--- config.mk ---
export PLATFORM = sky130hd
export DESIGN_NAME = rom_pipe
export DESIGN_NICKNAME = d
export VERILOG_FILES = /design/src/rtl/rom_pipe.sv
export SDC_FILE = /design/constraint.sdc
export NUM_CORES = 1
export LEC_CHECK = 0
export ABC_AREA = 1
export BUFFER_PORTS_ARGS = -buffer_cell sky130_fd_sc_hd__buf_4
export CORE_MARGIN = 2
export CORE_UTILIZATION = 35
export CTS_CLUSTER_DIAMETER = 100
export DETAILED_ROUTE_END_ITERATION = 12
export MAX_ROUTING_LAYER = met4
export PLACE_DENSITY = 0.56
export SLEW_MARGIN = 5
export SYNTH_ARGS = -nofsm -noshare
export SYNTH_HDL_FRONTEND = slang
export SYNTH_SLANG_ARGS = --single-unit
--- constraint.sdc ---
create_clock -name clk -period 3.4 [get_ports clk]
set_input_delay 0.68 -clock clk [delete_from_list [all_inputs] [get_ports clk]]
set_output_delay 0.68 -clock clk [all_outputs]
set_load 0.01 [all_outputs]
--- src/rtl/rom_pipe.sv ---
// rom_pipe: pipelined lookup ROM with valid/ready request and response channels.
// Requests carry a tag, and a credit-guarded response FIFO absorbs downstream stalls.
module rom_pipe #(
  parameter int DW   = 16,
  parameter int AW   = 8,
  parameter int TW   = 4,
  parameter int LAT  = 2,
  parameter int MODE = 0
) (
  input  logic          clk,
  input  logic          nreset,
  input  logic          req_valid,
  output logic          req_ready,
  input  logic [AW-1:0] req_addr,
  input  logic [TW-1:0] req_tag,
  output logic          rsp_valid,
  input  logic          rsp_ready,
  output logic [DW-1:0] rsp_data,
  output logic [TW-1:0] rsp_tag,
  output logic          busy
);

  localparam int CAP = LAT + 1;
  localparam int CW  = $clog2(CAP + 1);
  localparam logic [CW-1:0] CAP_C = CW'(CAP);

  if (MODE < 0 || MODE > 2) begin : g_bad_mode
    $error("rom_pipe: MODE must be 0, 1 or 2");
  end
  if (LAT < 1 || LAT > 4) begin : g_bad_lat
    $error("rom_pipe: LAT must be in 1..4");
  end
  if (DW < 1 || DW > 64 || AW < 1 || AW > 12 || TW < 1 || TW > 16) begin : g_bad_width
    $error("rom_pipe: DW, AW or TW out of range");
  end

  // Word i is f(i) evaluated in AW bits, then resized (zero-extend or truncate) to DW.
  function automatic logic [DW-1:0] rom_word(input logic [AW-1:0] a);
    logic [AW-1:0] w;
    case (MODE)
      1:       w = ~a;
      2:       w = a ^ (a >> 1);
      default: w = a;
    endcase
    return DW'(w);
  endfunction

  logic          acc;
  logic          pop;
  logic [CW-1:0] cnt_q, cnt_d;
  logic [CW-1:0] fcnt_q, fcnt_d;
  logic [DW-1:0] fdat_q [CAP];
  logic [DW-1:0] fdat_d [CAP];
  logic [TW-1:0] ftag_q [CAP];
  logic [TW-1:0] ftag_d [CAP];
  logic          wr_en;
  logic [DW-1:0] wr_data;
  logic [TW-1:0] wr_tag;

  assign acc       = req_valid && req_ready;
  assign pop       = rsp_valid && rsp_ready;
  // Credits cover pipeline plus FIFO, so ready depends only on the registered count.
  assign req_ready = (cnt_q != CAP_C);
  assign busy      = (cnt_q != '0);
  assign rsp_valid = (fcnt_q != '0);
  assign rsp_data  = fdat_q[0];
  assign rsp_tag   = ftag_q[0];

  always_comb begin
    cnt_d = cnt_q;
    if (acc && !pop) begin
      cnt_d = cnt_q + CW'(1);
    end else if (!acc && pop) begin
      cnt_d = cnt_q - CW'(1);
    end
  end

  // Stage boundary: ROM read -> free-running pipeline (or straight into the FIFO).
  if (LAT == 1) begin : g_direct
    assign wr_en   = acc;
    assign wr_data = rom_word(req_addr);
    assign wr_tag  = req_tag;
  end else begin : g_pipe
    localparam int NS = LAT - 1;
    logic          vld_q [NS];
    logic [DW-1:0] dat_q [NS];
    logic [TW-1:0] tag_q [NS];

    always_ff @(posedge clk or negedge nreset) begin
      if (!nreset) begin
        for (int s = 0; s < NS; s++) vld_q[s] <= 1'b0;
      end else begin
        vld_q[0] <= acc;
        for (int s = 1; s < NS; s++) vld_q[s] <= vld_q[s-1];
      end
    end

    always_ff @(posedge clk) begin
      dat_q[0] <= rom_word(req_addr);
      tag_q[0] <= req_tag;
      for (int s = 1; s < NS; s++) begin
        dat_q[s] <= dat_q[s-1];
        tag_q[s] <= tag_q[s-1];
      end
    end

    assign wr_en   = vld_q[NS-1];
    assign wr_data = dat_q[NS-1];
    assign wr_tag  = tag_q[NS-1];
  end

  // Stage boundary: shift-register FIFO; the head sits in entry 0 so outputs come from flops.
  always_comb begin
    fcnt_d = fcnt_q;
    for (int e = 0; e < CAP; e++) begin
      fdat_d[e] = fdat_q[e];
      ftag_d[e] = ftag_q[e];
    end
    if (pop) begin
      for (int e = 0; e < CAP - 1; e++) begin
        fdat_d[e] = fdat_q[e+1];
        ftag_d[e] = ftag_q[e+1];
      end
      fcnt_d = fcnt_q - CW'(1);
    end
    if (wr_en) begin
      for (int e = 0; e < CAP; e++) begin
        if (CW'(e) == fcnt_d) begin
          fdat_d[e] = wr_data;
          ftag_d[e] = wr_tag;
        end
      end
      fcnt_d = fcnt_d + CW'(1);
    end
  end

  always_ff @(posedge clk or negedge nreset) begin
    if (!nreset) begin
      cnt_q  <= '0;
      fcnt_q <= '0;
      for (int e = 0; e < CAP; e++) begin
        fdat_q[e] <= '0;
        ftag_q[e] <= '0;
      end
    end else begin
      cnt_q  <= cnt_d;
      fcnt_q <= fcnt_d;
      for (int e = 0; e < CAP; e++) begin
        fdat_q[e] <= fdat_d[e];
        ftag_q[e] <= ftag_d[e];
      end
    end
  end

endmodule

# Word level (Yosys, flattened, before mapping)
# Memory sizes are Yosys's and may differ from the RTL's.
# Index checks and enable logic that the tools add are counted.
# word_totals
ram_bits	12
n_memories	2
out_inout_bits	23
reg_bits	65
inputBits	16
elab_cells	43
# op_classes
n_addsub	4
n_eq_ne	3
n_reduce_logical	11
mux	14
# mem_list
memory	words	word_bits	rd	rd_ports_with_merged_regs	write_ports	line_no	source
g_pipe.dat_q	1	8	1	0	1	86	logic [DW-1:0] dat_q [NS];
g_pipe.tag_q	1	4	1	0	1	87	logic [TW-1:0] tag_q [NS];
# ops
operator	n
2-to-1 mux 16 bit	3
2-to-1 mux 48 bit	1
2-to-1 mux 32 bit	1
2-to-1 mux 12 bit	1
2-to-1 mux 4 bit	3
2-to-1 mux 2 bit	4
2-to-1 mux 8 bit	1
nonzero test 2 bit	3
adder 2 x 1 -> 2 bit (second input constant)	2
logical AND 1 bit	4
subtractor 2 x 1 -> 2 bit (second input constant)	2
== test 1 x 2 -> 1 bit (first input constant)	1
== test 2 bit (first input constant)	1
zero test 1 bit	2
zero test 2 bit	1
inequality test 2 bit (second input constant)	1
AND reduction 2 bit	1

# Depth between registers and ports, before layout
# depth
word_depth	6
depth_mapped	13
depth_no_buf	12

# Least setup slack after synthesis
# No wires, ideal clock.
# synth_timing
kind	input port to flip-flop
startpoint	input rsp_ready
endpoint	register fdat_q[16] (netlist name)
n_path_buf	2
slack_ps	1587
t_required_ps	3283
cell_stages	11
setup_time_ps	117
arrival_time_ps	1695
cell_sequence	buf_6 > nand2_8 > nand2_1 > nand2_1 > inv_1 > ha_1 > nand2_1 > inv_1 > buf_4 > nand2_1 > nand2_1
# synth_lines
item	line_no	source
start, declared	17	input logic rsp_ready,
end signal, assigned by index	149	fdat_q[e] <= fdat_d[e];
end, declared	52	logic [DW-1:0] fdat_q [CAP];

# Final worst setup path
# layout_timing
startpoint	register fcnt_q[0]
endpoint	register fdat_q[4] (netlist name)
# layout_between
elab_chain_cells	5
word_cells_on_any_way	6
cone_classes	add/sub (1); eq/ne (1); mux (1); reduce/logical (3)
# layout_rtl
item	line_no	source
start, declared	51	logic [CW-1:0] fcnt_q, fcnt_d;
start signal, assigned	147	fcnt_q <= fcnt_d;
branches (longest 2 deep; another with subtractor 2 x 1 -> 2 bit)	--	
2-to-1 mux 2 bit *	119	if (pop) begin
== test 2 bit *	128	if (CW'(e) == fcnt_d) begin
AND reduction 2 bit (no source line) *	--	
# Mark *: on every way between the ends.
# A chain may end at the register's enable or synchronous reset.

==> results by group <==
STA
  – Final period util: 75.27%
  – Final setup fails: 0
  – Crit path time final: 2.559 ns
  – Final hold vios: 0
  – Layout Skew: 0.008260 ns
  – Final setup margin: 0.8409 ns
  – Final setup TNS: 0 ns
  – F_max: 0.3908 GHz
  – Slew @ Worst Pin: 0.7320 ns
  – Slew margin rel.: 51.20%
  – Fin. max-slew vios: 0
  – RSZ-0062 raised after global routing: no

Floorplanning
  – Row count: 34
  – IO Count: 39
  – Die height: 98.86 microns
  – Core Area: 8721 sq um
  – Chip width: 98.86 microns
  – Initial core utilization: 36.11%
  – Die area: 9772 sq um

Setup path
  – Crit path max-delay cell type: dfrtp_1
  – Worst R2R Setup Slack: 0.84 ns
  – Crit path cell chain: inv_1, ha_1, inv_4, nand2_8, nand2_1, nand2_1, inv_1, ha_1, buf_4, nand2_1, nand2_1, nand2_1
  – Worst setup SP type: flop
  – Crit path DAT: 2.79 ns
  – Crit path top cell by count: nand2_1
  – Reg-to-reg endpoint: fdat_q[4]
  – Reg2Reg Depth: 12
  – Critical path type: reg -> reg
  – Critical R2R Launch: fcnt_q[0]
  – CP required: 3.63 ns
  – Largest stage delay on the critical path: 0.35 ns
  – Critical-path maximum fanout: 36
  – Crit. End Element: flop
  – Critical path origin: fcnt_q[0]

Layout
  – Nets: 406
  – Post-Layout Cell Count: 498
  – Most common cell after layout, fill and taps aside: nand2_1
  – Share of cells above drive strength 1: 15.38%
  – Ant diodes: 0
  – Layout Area Growth over Synthesis: 12.79%
  – Most frequent cells in the layout: nand2_1, dfrtp_1, nand3_1, buf_4, inv_1

GRT
  – Number of global-route vias before repair: 2245
  – Initial antenna violation count: 0
  – Grt total ovfl: 0
  – Largest net degree at the start of global routing: 58
  – First-pass GRT wire length: 11.16 mm
  – GR Util All Layers: 15.06%

Routing
  – WL final: 6.510 mm
  – DR pass1 iterations: 5
  – DRC violations left: 0
  – Via count: 2256
  – Avg Vias per Cell: 4.530
  – Drt wl/cell: 13.07 microns
  – Number of DRC markers in iteration 0: 94
  – Antenna viol nets, final: 0

Synthesis
  – Largest family of logic cells by synthesized area: simple AND/OR/NAND/NOR gates
  – Top-area cell type share of the netlist area: 45.29%
  – Post-Syn Area: 3149 sq um
  – Mapped Cells: 372
  – Number of synthesized flops with an enable pin: 0
  – Synth Area in XOR/XNOR: 0.2781%
  – Synthesized net count: 393
  – Top cells by area, synth: dfrtp_1, nand2_1, nand3_1, dfxtp_1, buf_4
  – Ys Warns: 0
  – Post-synth top flop: dfrtp_1
  – Distinct cells, synth: 20
  – Compound-cell area share of the yosys netlist: 1.271%
  – Flop and latch count out of synthesis: 69
  – Post-synthesis mux area share: 0%
  – Fraction of the mapped netlist area in simple logic gates: 29.68%
  – Asr flop ratio synth: 82.61%
  – Sequential area share after synthesis: 52.92%
  – Synth area leader: dfrtp_1
  – Adder-cell area share of the yosys netlist: 1.986%
  – Syn Area/Cell: 8.466 sq um

Placed design
  – Cell count after placement: 482
  – PortBufs: 38
  – GP Congestion: 0.7398
  – Dpl ws: 0.7670 ns
  – Hpwl dp: 3.864 mm

Clock tree
  – CTS tree: built
  – # H-tree levels: 3
  – Post CTS Setup Buffer Count: 0
  – Post-CTS sizing: 0
  – Clk sinks: 69
  – CTS root buffer: clkbuf_8
  – Total CTS buffers: 9
  – CTS Hold Buffers Added: 0
  – Clk Latency, worst-skew pair: 0.35 ns
  – Clk buf depth: 2
  – Clk slew on worst S/H paths: 0.07 ns

Outcome
  – Status: complete, no violations

Pwr
  – Worst vdd ir: 0.2746 mV
  – Leakage: 1.896 nW
  – Cell Pwr Density: 975.0 nW/um^2

Hold path
  – Hold Path Class: in -> async

Flow run
  – Max-Cap Viols: 0
==> kinds of logic (layout without fill, tap and decap cells) <==
| group | Yosys count | after routing |
|---|---|---|
| AOI/OAI and AO/OA | 8 | 8 |
| xor gates and xnor gates | 1 | 1 |
| adders and majority gates | 5 | 5 |
| buffers and inverters | 76 | 94 |
| DFF | 69 | 69 |
| and+or+nand+nor | 213 | 213 |
==> cells in the mapped netlist, types with 5 or more instances <==
master,count
nand3b_1,12
ha_1,5
nand3_1,53
nand2_1,120
nor2_1,24
o21ai_1,8
inv_1,35
buf_2,7
dfxtp_1,12
buf_4,26
buf_6,5
dfrtp_1,57
==> worst max-delay path, delay by kind of cell, from the launching register on <==
kind	cells	cell delay, ns
fa+ha+maj	2	0.36
buf+inv	4	0.64
flops	1	0.35
simple gates	6	1.07
==> registers in the layout, summed over array words and instances, names as in the netlist <==
register and cells:
fdat_q 24, rsp_data 16, ftag_q 8, g_pipe.dat_q 8
g_pipe.tag_q 4, rsp_tag 4, cnt_q 2, fcnt_q 2
g_pipe.vld_q 1
==> power by group <==
| group | internal [mW] | total [mW] | switching [mW] |
|---|---|---|---|
| sequential | 1.12 | 1.27 | 0.154 |
| clock | 0.527 | 0.831 | 0.304 |
| combinational | 0.546 | 1.36 | 0.815 |
==> cell type report <==
type / count / area (sq um)
Timing Repair Buffer: 41 / 307.8
Fill cell: 860 / 5169
Clock buffer: 12 / 155.1
Inverter: 37 / 146.4
Clock inverter: 4 / 95.09
Tap cell: 108 / 135.1
Sequential cell: 69 / 1667
Multi-Input combinational cell: 227 / 1046
==> per-stage QoR <==
stage,hold slack (ns),power [mW],utilization (%),instance area [sq um]
2_1_floorplan,0.3844,2.396,-,3149
3_3_place_gp,0.4448,2.628,37.86,3302
3_5_place_dp,0.4497,2.665,37.86,3302
4_1_cts,0.4055,3.510,40.73,3552
5_1_grt,0.3984,3.777,40.73,3552
6_report,0.3923,3.463,40.73,3552
==> routing by layer <==
metal | GRT usage (%) | wire [microns] | vias to the layer above
met5 | - | 0 | -
met4 | 6.322 | 64 | 0
met3 | 4.610 | 280 | 4
met2 | 22.56 | 3141 | 41
met1 | 18.95 | 3023 | 1060
li1 | - | - | 1151
==> worst max-delay path by stage <==
| stage | endpoint | slack (ns) | cells past startpoint |
|---|---|---|---|
| finish | fdat_q[4] | 0.84 | 12 |
| global route | fdat_q[5] | 0.58 | 12 |
| CTS | fdat_q[7] | 0.85 | 12 |
| detailed placement | fdat_q[7] | 0.77 | 10 |
| global placement | ftag_q[3] | 0.83 | 10 |
| floorplan | fdat_q[16] | 1.59 | 11 |
Power figures use the tool's default switching activity.
